### config.mk
export PLATFORM = sky130hd
export DESIGN_NAME = add_multi_acc
export DESIGN_NICKNAME = d
export VERILOG_FILES = /design/src/rtl/add_multi_acc.sv
export SDC_FILE = /design/constraint.sdc
export NUM_CORES = 1
export LEC_CHECK = 0
export CAP_MARGIN = 20
export CORE_MARGIN = 2
export CORE_UTILIZATION = 58
export DETAILED_ROUTE_END_ITERATION = 10
export GPL_ROUTABILITY_DRIVEN = 0
export PLACE_DENSITY = 0.86
export SLEW_MARGIN = 10
export SYNTH_ARGS = -nofsm -noshare
export SYNTH_HDL_FRONTEND = slang
export SYNTH_SLANG_ARGS = --single-unit
### constraint.sdc
create_clock -name clk -period 9.37 [get_ports clk]
set_clock_uncertainty 0.1 [all_clocks]
set_input_delay 1.4055 -clock clk [delete_from_list [all_inputs] [get_ports clk]]
set_output_delay 1.4055 -clock clk [all_outputs]
set_load 0.005 [all_outputs]
### src/rtl/add_multi_acc.sv
// Streaming multi-input adder: a balanced pipelined tree reduces N addends per beat,
// and the per-beat sums are folded into an accumulator over beats delimited by ilast.
module add_multi_acc #(
  parameter int N         = 8,
  parameter int ARG_WIDTH = 8,
  parameter int SIGNED    = 0,
  parameter int DEPTH     = 2,
  parameter int ACC_WIDTH = 24,
  parameter int BIAS_EN   = 0
) (
  input  logic                 clk,
  input  logic                 rst,
  input  logic                 ivld,
  output logic                 irdy,
  input  logic                 ilast,
  input  logic [ARG_WIDTH-1:0] iarg [N],
  input  logic [ACC_WIDTH-1:0] ibias,
  output logic                 ovld,
  input  logic                 ordy,
  output logic [ACC_WIDTH-1:0] osum,
  output logic [15:0]          ocnt
);

  localparam int LEVELS = (N > 1) ? $clog2(N) : 0;
  localparam int NP     = 1 << LEVELS;
  localparam int D      = (DEPTH < LEVELS) ? DEPTH : LEVELS;
  localparam int TW     = ARG_WIDTH + LEVELS;

  logic adv, accept, first;

  assign adv    = !ovld || ordy;
  assign irdy   = adv;
  assign accept = ivld && adv;

  // Each level carries its node values plus a valid/last/first/bias shadow so the
  // accumulator sees per-beat control aligned with the tree output.
  for (genvar L = 0; L <= LEVELS; L++) begin : lvl
    localparam int CNT = NP >> L;
    logic [TW-1:0]        node [CNT];
    logic                 v, l, f;
    logic [ACC_WIDTH-1:0] b;

    if (L == 0) begin : g_leaf
      for (genvar i = 0; i < NP; i++) begin : g_in
        if (i >= N) begin : g_pad
          assign node[i] = '0;
        end else if (SIGNED != 0) begin : g_sx
          assign node[i] = TW'(signed'(iarg[i]));
        end else begin : g_zx
          assign node[i] = TW'(iarg[i]);
        end
      end
      assign v = accept;
      assign l = ilast;
      assign f = first;
      assign b = ibias;
    end else begin : g_node
      localparam bit REG = ((L * D) / LEVELS) > (((L - 1) * D) / LEVELS);
      logic [TW-1:0] s [CNT];

      always_comb begin
        for (int j = 0; j < CNT; j++) s[j] = lvl[L-1].node[2*j] + lvl[L-1].node[2*j+1];
      end

      if (REG) begin : g_reg
        always_ff @(posedge clk) begin
          if (rst) v <= 1'b0;
          else if (adv) v <= lvl[L-1].v;
          if (adv) begin
            node <= s;
            l    <= lvl[L-1].l;
            f    <= lvl[L-1].f;
            b    <= lvl[L-1].b;
          end
        end
      end else begin : g_comb
        assign node = s;
        assign v    = lvl[L-1].v;
        assign l    = lvl[L-1].l;
        assign f    = lvl[L-1].f;
        assign b    = lvl[L-1].b;
      end
    end
  end

  logic [ACC_WIDTH-1:0] tree_ext, seed, base, acc, acc_nxt;
  logic [15:0]          cnt, cnt_nxt;
  logic                 rv, rl, rf;

  if (SIGNED != 0) begin : g_root_sx
    assign tree_ext = ACC_WIDTH'(signed'(lvl[LEVELS].node[0]));
  end else begin : g_root_zx
    assign tree_ext = ACC_WIDTH'(lvl[LEVELS].node[0]);
  end

  assign rv = lvl[LEVELS].v;
  assign rl = lvl[LEVELS].l;
  assign rf = lvl[LEVELS].f;

  always_comb begin
    seed    = lvl[LEVELS].b & {ACC_WIDTH{BIAS_EN != 0}};
    base    = rf ? seed : acc;
    acc_nxt = base + tree_ext;
    cnt_nxt = rf ? 16'd1 : ((cnt == 16'hFFFF) ? cnt : cnt + 16'd1);
  end

  always_ff @(posedge clk) begin
    if (rst) begin
      first <= 1'b1;
      acc   <= '0;
      cnt   <= '0;
      ovld  <= 1'b0;
      osum  <= '0;
      ocnt  <= '0;
    end else begin
      if (accept) first <= ilast;
      if (adv) begin
        // A handshake with a new result arriving simply replaces the old one.
        ovld <= rv && rl;
        if (rv) begin
          acc <= acc_nxt;
          cnt <= cnt_nxt;
          if (rl) begin
            osum <= acc_nxt;
            ocnt <= cnt_nxt;
          end
        end
      end
    end
  end

endmodule

Yosys cells after proc, flatten, opt, wreduce, memory -nomap -nowiden
Index checks and enable logic that the tools add are counted.
{ "word_totals": {"ff_bits": 121, "in_bits": 93, "output_inout_bits": 42, "word_cells": 34} }
{ "classes": {"n_addsub": 9, "eq_ne": 1, "muxes": 3, "n_reduce_logical": 6} }
{ "op_table": {"columns": ["op", "n"], "rows": [
  ["8-bit by 8-bit adder with 9-bit output", 4],
  ["16-bit 2-to-1 mux", 2],
  ["24-bit by 11-bit adder with 24-bit output", 1],
  ["24-bit 2-to-1 mux", 1],
  ["9-bit by 9-bit adder with 10-bit output", 2],
  ["16-bit by 1-bit adder with 16-bit output (second input constant)", 1],
  ["16-bit equality test (second input constant)", 1],
  ["11-bit adder", 1],
  ["3-bit AND reduction", 1],
  ["1-bit logical AND", 2],
  ["2-bit AND reduction", 1],
  ["1-bit logical NOT", 1],
  ["1-bit logical OR", 1]
]} }

Longest topological paths before layout
Gate-level depths: netlist (run 1).
{ "depth": {"word_depth": 3, "ltp_mapped": 13, "depth_no_buf": 11} }

Worst setup path before layout (run 1)
Ideal clock, no wire load.
{ "synth_path": {"path_kind": "input to register", "from": "input port iarg[1] (netlist bit)", "to": "register lvl[2].node[9] (netlist bit), data pin", "setup_time_ns": 0.265, "t_arrival_ns": 3.806, "required_ns": 9.005, "path_slack_ns": 5.200, "cell_stages": 11, "n_path_buf": 0, "path_cell_list": "inv_1 > fa_1 > inv_1 > fa_1 > ha_1 > fa_1 > a21o_1 > a21oi_1 > o21bai_1 > a21oi_1 > o21ai_0"} }
{ "synth_rtl": {"columns": ["item", "line", "text"], "rows": [
  ["from (decl)", "16", "input logic [ARG_WIDTH-1:0] iarg [N],"],
  ["to (signal assigned)", "70", "node <= s;"],
  ["to (decl)", "39", "logic [TW-1:0] node [CNT];"]
]} }

==> impl_metrics.yaml, run 1 <==
run_status:
  status: "completed"
cts:
  cts_tree: "built"
  clock_path_buffers: 2
  htreeDepth: 4
  cts_resized: 0
  ctsHoldBuffers: 0
  cts.sinks: 119
  path_clk_slew_ns: 0.05
  clk_latency_ns: 0.42
  numCtsBuffers: 17
  root_buffer: "clkbuf_16"
  post-cts-setup-buffers: 0
floorplanning:
  die_w_um: 117.4
  row_count: 41
  die-area_um2: 13790
  pin_count: 135
  coreArea_um2: 12570
  die_y_um: 117.4
  start_util: 0.5937
route:
  dr_wl_met2_um: 8455
  postRouteWirelength_um: 16840
  wl_met3_um: 892
  wl_per_cell_um: 15.15
  highest_layer: "met4"
  drt_iter0_drc: 618
  viasPerCell: 5.772
  m1WireLength_um: 7039
  num_vias: 6419
  drcViolationCount: 0
  drtAntennaViolNets: 0
  first_pass_iters: 5
sta:
  rsz0062_at_grt: "false"
  holdWs_ns: 0.3250
  setup_viol: 0
  hold_violations: 0
  tightest_slew_ns: 0.9638
  min_period_ns: 4.501
  slew_headroom: 0.3505
  maxSlewViolCount: 0
  tns_ns: 0
  finalCritPeriodShare: 0.4803
  max_freq_mhz: 222.2
power:
  peakVddDrop_mv: 0.1617
  netSwitchingFraction: 0.3099
  power.leakage_nw: 3.644
  cellPowerDensity_nw_per_um2: 210.2
  power_frac_seq: 0.352
  clockPowerShare: 0.319
  internal_power_w: 0.001336
  pwr-share-comb: 0.329
  p_switching_w: 0.0005998
yosys:
  syn-instance-count: 833
  synth_area_leaders: "dfxtp_1, edfxtp_1, fa_1"
  ys_seq_elements: 119
  yosysUniqueCellTypes: 71
  netlist_area_um2: 7462
  yosysMostFrequentCell: "nand2_1"
  yosysTopAreaCellShare: 0.2254
  synth_warnings: 0
  yosysSeqAreaShare: 0.3662
  synth_edf_count: 35
  ys.flop_type: "dfxtp_1"
  yosysTopAreaCell: "dfxtp_1"
  ys_async_sr_fraction: 0
  synth_common_cells: "nand2_1, inv_1, dfxtp_1, a21oi_1, nor2_1"
  syn-num-nets: 1000
  syn_area_per_cell_um2: 8.958
global_route:
  grt_pass1_vias: 6214
  gr-total-overflow: 0
  antenna_found_initial: 0
  grt_pass1_wl_um: 28590
  grt_max_degree: 72
  grt_use_total: 0.2532
cells_and_area:
  drive_gt1_frac: 0.06064
  nNetsFinal: 1094
  antenna_cells: 0
  stdcell_area_um2: 9208
  area_growth_pct: 23.39
  layoutNonFillerInstCount: 1112
place:
  dp.cells: 1080
  postPlaceCellArea_um2: 8650
  io_buffers: 110
  dp_hpwl_um: 11220
setup_path:
  path_class: "input pin to register"
  worst_setup_path_end_kind: "register"
  critPathArrivalTime_ns: 4.55
  r2r_setup_slack_ns: 5.62
  start_kind: "input pin"
  cp.required_ns: 9.42
  path_max_fanout: 2
flow_run:
  maxCapViolations: 0
hold_path:
  hp-class: "register to register"
==> critical path, stage by stage <==
cell and delay [ns]:
clkdlybuf4s50_1 0.45, inv_1 0.05, fa_1 0.53, inv_1 0.05, fa_1 0.45, ha_1 0.26, fa_1 0.43, a21o_1 0.22
a21oi_1 0.23, o21bai_1 0.09, a21oi_1 0.21, o21ai_0 0.15
==> power by group through the flow <==
stage                     combinational, W  sequential, W  clock, W
after CTS                         0.000635       0.000682  0.000623
final                             0.000636       0.000682  0.000617
after global routing              0.000712       0.000689  0.000645
after detailed placement          0.000610       0.000691         0
after floorplan                   0.000477       0.000681         0
after global placement            0.000591       0.000687         0
==> layout make-up <==
cell class / instances / area (µm²)
Multi-Input combinational cell: 581 / 4219
Fill cell: 883 / 3361
Sequential cell: 119 / 2733
Timing Repair Buffer: 115 / 1134
Clock buffer: 23 / 457.9
Inverter: 93 / 349.1
Tap cell: 172 / 215.2
Clock inverter: 9 / 100.1
==> flip-flops by register name (all words and copies together) (netlist names) <==
signal,flops
acc,24
cnt,16
first,1
lvl.f,2
lvl.l,2
lvl.node,31
lvl.v,2
ocnt,16
osum,24
ovld,1
==> through the flow <==
stage	util	worst slack (ns)	total power, W
floorplan	-	5.200	0.001157
global placement	0.6882	4.526	0.001279
detailed placement	0.6882	4.487	0.001302
CTS	0.7326	4.865	0.001941
global route	0.7326	4.723	0.002046
finish	0.7326	4.869	0.001936
==> logic make-up after synthesis <==
kind of cell               share of synthesized area
muxes                                       0.006707
buffers and inverters                        0.06908
xor gates and xnor gates                     0.04812
AOI/OAI and AO/OA                             0.1685
adders and majority gates                     0.1583
and+or+nand+nor                               0.1831
DFF                                           0.3662
==> layout by cell type (no fill, tap or decap), drive strengths merged, types with 3 or more instances in the layout <==
master and count:
clkdlybuf4s50 109, inv 94, nand2 93, dfxtp 84
a21oi 70, nor2 45, ha 40, o21ai 36
edfxtp 35, fa 34, xnor2 31, nand3 26
nor2b 23, nor3 23, clkbuf 23, a31oi 13
nand4 12, a211oi 12, a21o 11, xor2 10
and3 8, or4 7, a311oi 7, nand2b 6
or3 6, buf 6, o21bai 5, and4 5
mux2i 5, nor4 5, clkinv 5, a31o 4
a211o 3, and2 3, o31ai 3, a21boi 3
==> per-layer routing <==
layer | track usage | vias up
li1 | - | 3086
met1 | 0.3083 | 3057
met2 | 0.4368 | 233
met3 | 0.05010 | 43
met4 | 0.1099 | 0
met5 | 0 | -
==> final timing paths <==
| kind | cells past startpoint | end | startpoint |
|---|---|---|---|
| hold reg to reg | 0 | lvl[3].f | lvl[2].f |
| setup / recovery | 12 | lvl[2].node[9] | iarg[1] |
| setup reg to reg | 9 | osum[15] | lvl[3].f |
| hold / removal | 0 | lvl[3].f | lvl[2].f |
(Power assumes the default switching activity.)
==> inputs of run 2 (changes only) <==
Settings changed: CORE_UTILIZATION 58 to 48, PLACE_DENSITY 0.86 to 0.76.
Clock period 9.37 ns to 3.7 ns, I/O delays scaled along.
==> run 2 against run 1 <==
Effect of this change:
- die area is 20% higher
- routed wire length is 5.2% lower
- setup slack worse by 4.7 ns
- total power grew to 2.6 times the previous value
==> impl_metrics.yaml, run 2 (synthesis results as in run 1) <==
sta:
  max_freq_mhz: 282.6
  setup_viol: 0
  tns_ns: 0
  tightest_slew_ns: 0.8249
  rsz0062_at_grt: "false"
  maxSlewViolCount: 0
  min_period_ns: 3.539
  finalCritPeriodShare: 0.9564
  hold_violations: 0
  slew_headroom: 0.4480
cts:
  numCtsBuffers: 17
  ctsHoldBuffers: 0
  root_buffer: "clkbuf_16"
  htreeDepth: 4
  clock_path_buffers: 2
  cts_tree: "built"
  path_clk_slew_ns: 0.05
  clk_latency_ns: 0.42
  post-cts-setup-buffers: 0
  cts.sinks: 119
  cts_resized: 0
cells_and_area:
  final_common_cell: "clkdlybuf4s50_1"
  nNetsFinal: 1111
  regArea_um2: 2733
  top_register: "lvl.node"
  utilization: 0.6174
  reg_top3: "lvl.node: 31 flops, acc: 24 flops, osum: 24 flops"
  fillers: 1309
  multi_input_area_um2: 4217
  final_cell_mix: "clkdlybuf4s50_1, nand2_1, inv_1"
  drive_gt1_frac: 0.08255
  largest_reg_flops: 31
  antenna_cells: 0
  area_growth_pct: 25.79
global_route:
  grt_pass1_vias: 5915
  gr-total-overflow: 0
  grtUsageMet3: 0.04782
  use_met2: 0.3399
  grt.busiest_layer: "met2"
  grt_use_total: 0.2028
  grt_pass1_wl_um: 27030
  grt_max_degree: 47
  antenna_found_initial: 0
  use_met1: 0.2558
place:
  dp_hpwl_um: 11660
  io_buffers: 110
setup_path:
  crit_path_frequent_cell: "fa_1"
  start_kind: "input pin"
  critPathMaxStageDelay_ns: 0.53
  critPathArrivalTime_ns: 3.60
  cp.required_ns: 3.77
  cp_top_family: "adder cells"
  path_max_fanout: 2
  crit_buf_inv: 3
  cpMaxStageDelayCell: "fa_1"
  crit_path_cell_trace: "clkdlybuf4s50_1 -> inv_1 -> fa_1 -> inv_1 -> fa_1 -> ha_1 -> fa_1 -> a21o_1 -> a21oi_1 -> o21bai_1 -> a21oi_1 -> o21ai_0"
  path_class: "input pin to register"
  worst_setup_path_end_kind: "register"
power:
  cellPowerDensity_nw_per_um2: 529.0
  power.leakage_nw: 3.744
  peakVddDrop_mv: 0.3805
flow_run:
  maxCapViolations: 0
route:
  drcViolationCount: 0
  wl_per_cell_um: 13.95
  postRouteWirelength_um: 15970
  drt_iter0_drc: 402
  drtAntennaViolNets: 0
  viasPerCell: 5.428
  num_vias: 6215
  first_pass_iters: 5
floorplanning:
  die-area_um2: 16560
  coreArea_um2: 15200
  pin_count: 135
  die_w_um: 128.7
  row_count: 45
  die_y_um: 128.7
  start_util: 0.4909
hold_path:
  hp-class: "register to register"
run_status:
  status: "completed"
[run 2: cell type report]
type                       instances  share of cell area
timing repair buffer             132              0.1344
sequential                       119              0.2911
inverter                          93             0.03719
tap                              188             0.02506
multi-input combinational        581              0.4492
clock buffer                      20             0.04985
clock inverter                    12             0.01320
[run 2: final timing paths]
path	startpoint	end	slack [ns]	cells past startpoint
hold / removal	lvl[2].f	lvl[3].f	0.31	0
setup / recovery	iarg[1]	lvl[2].node[9]	0.16	12
hold reg to reg	lvl[2].f	lvl[3].f	0.31	0
setup reg to reg	lvl[3].f	acc[19]	0.67	10
[run 2: report_power, final]
part | switching (W) | internal (W) | leakage [nW] | total (W)
logic | 0.000837 | 0.000777 | 2.41 | 0.00161
clock network | 0.000587 | 0.00104 | 0.291 | 0.00163
registers | 0.0000782 | 0.00164 | 1.05 | 0.00172
total | 0.00150 | 0.00346 | 3.74 | 0.00497
[run 2: worst reg2reg max path: stages, from the launching register on]
cell and delay (ns):
edfxtp_1 0.46, buf_4 0.33, nor2b_1 0.09, ha_1 0.41, nand3_2 0.12, nor4_2 0.30
or2_1 0.20, o41ai_2 0.08, buf_4 0.18, or4_1 0.51, a31oi_1 0.17
[run 2: routing by layer]
layer / share of wire / vias to the layer above
li1: - / 3107
met1: 0.46 / 2923
met2: 0.47 / 156
met3: 0.051 / 29
met4: 0.020 / 0
met5: 0 / -
[run 2: per-stage QoR]
| step | hold WS (ns) | power (W) | setup slack, ns | instances | instance area, µm² |
|---|---|---|---|---|---|
| final | 0.3146 | 0.004965 | 0.1614 | 1145 | 9387 |
| after global routing | 0.3306 | 0.005280 | 0.04297 | 1145 | 9387 |
| after CTS | 0.3160 | 0.004994 | 0.1681 | 1145 | 9387 |
| after detailed placement | 0.3045 | 0.003345 | -0.2692 | 1113 | 8795 |
| after global placement | 0.3047 | 0.003299 | -0.1794 | 1113 | 8795 |
| after floorplan | 0.3003 | 0.002931 | 0.1702 | 833 | 7462 |
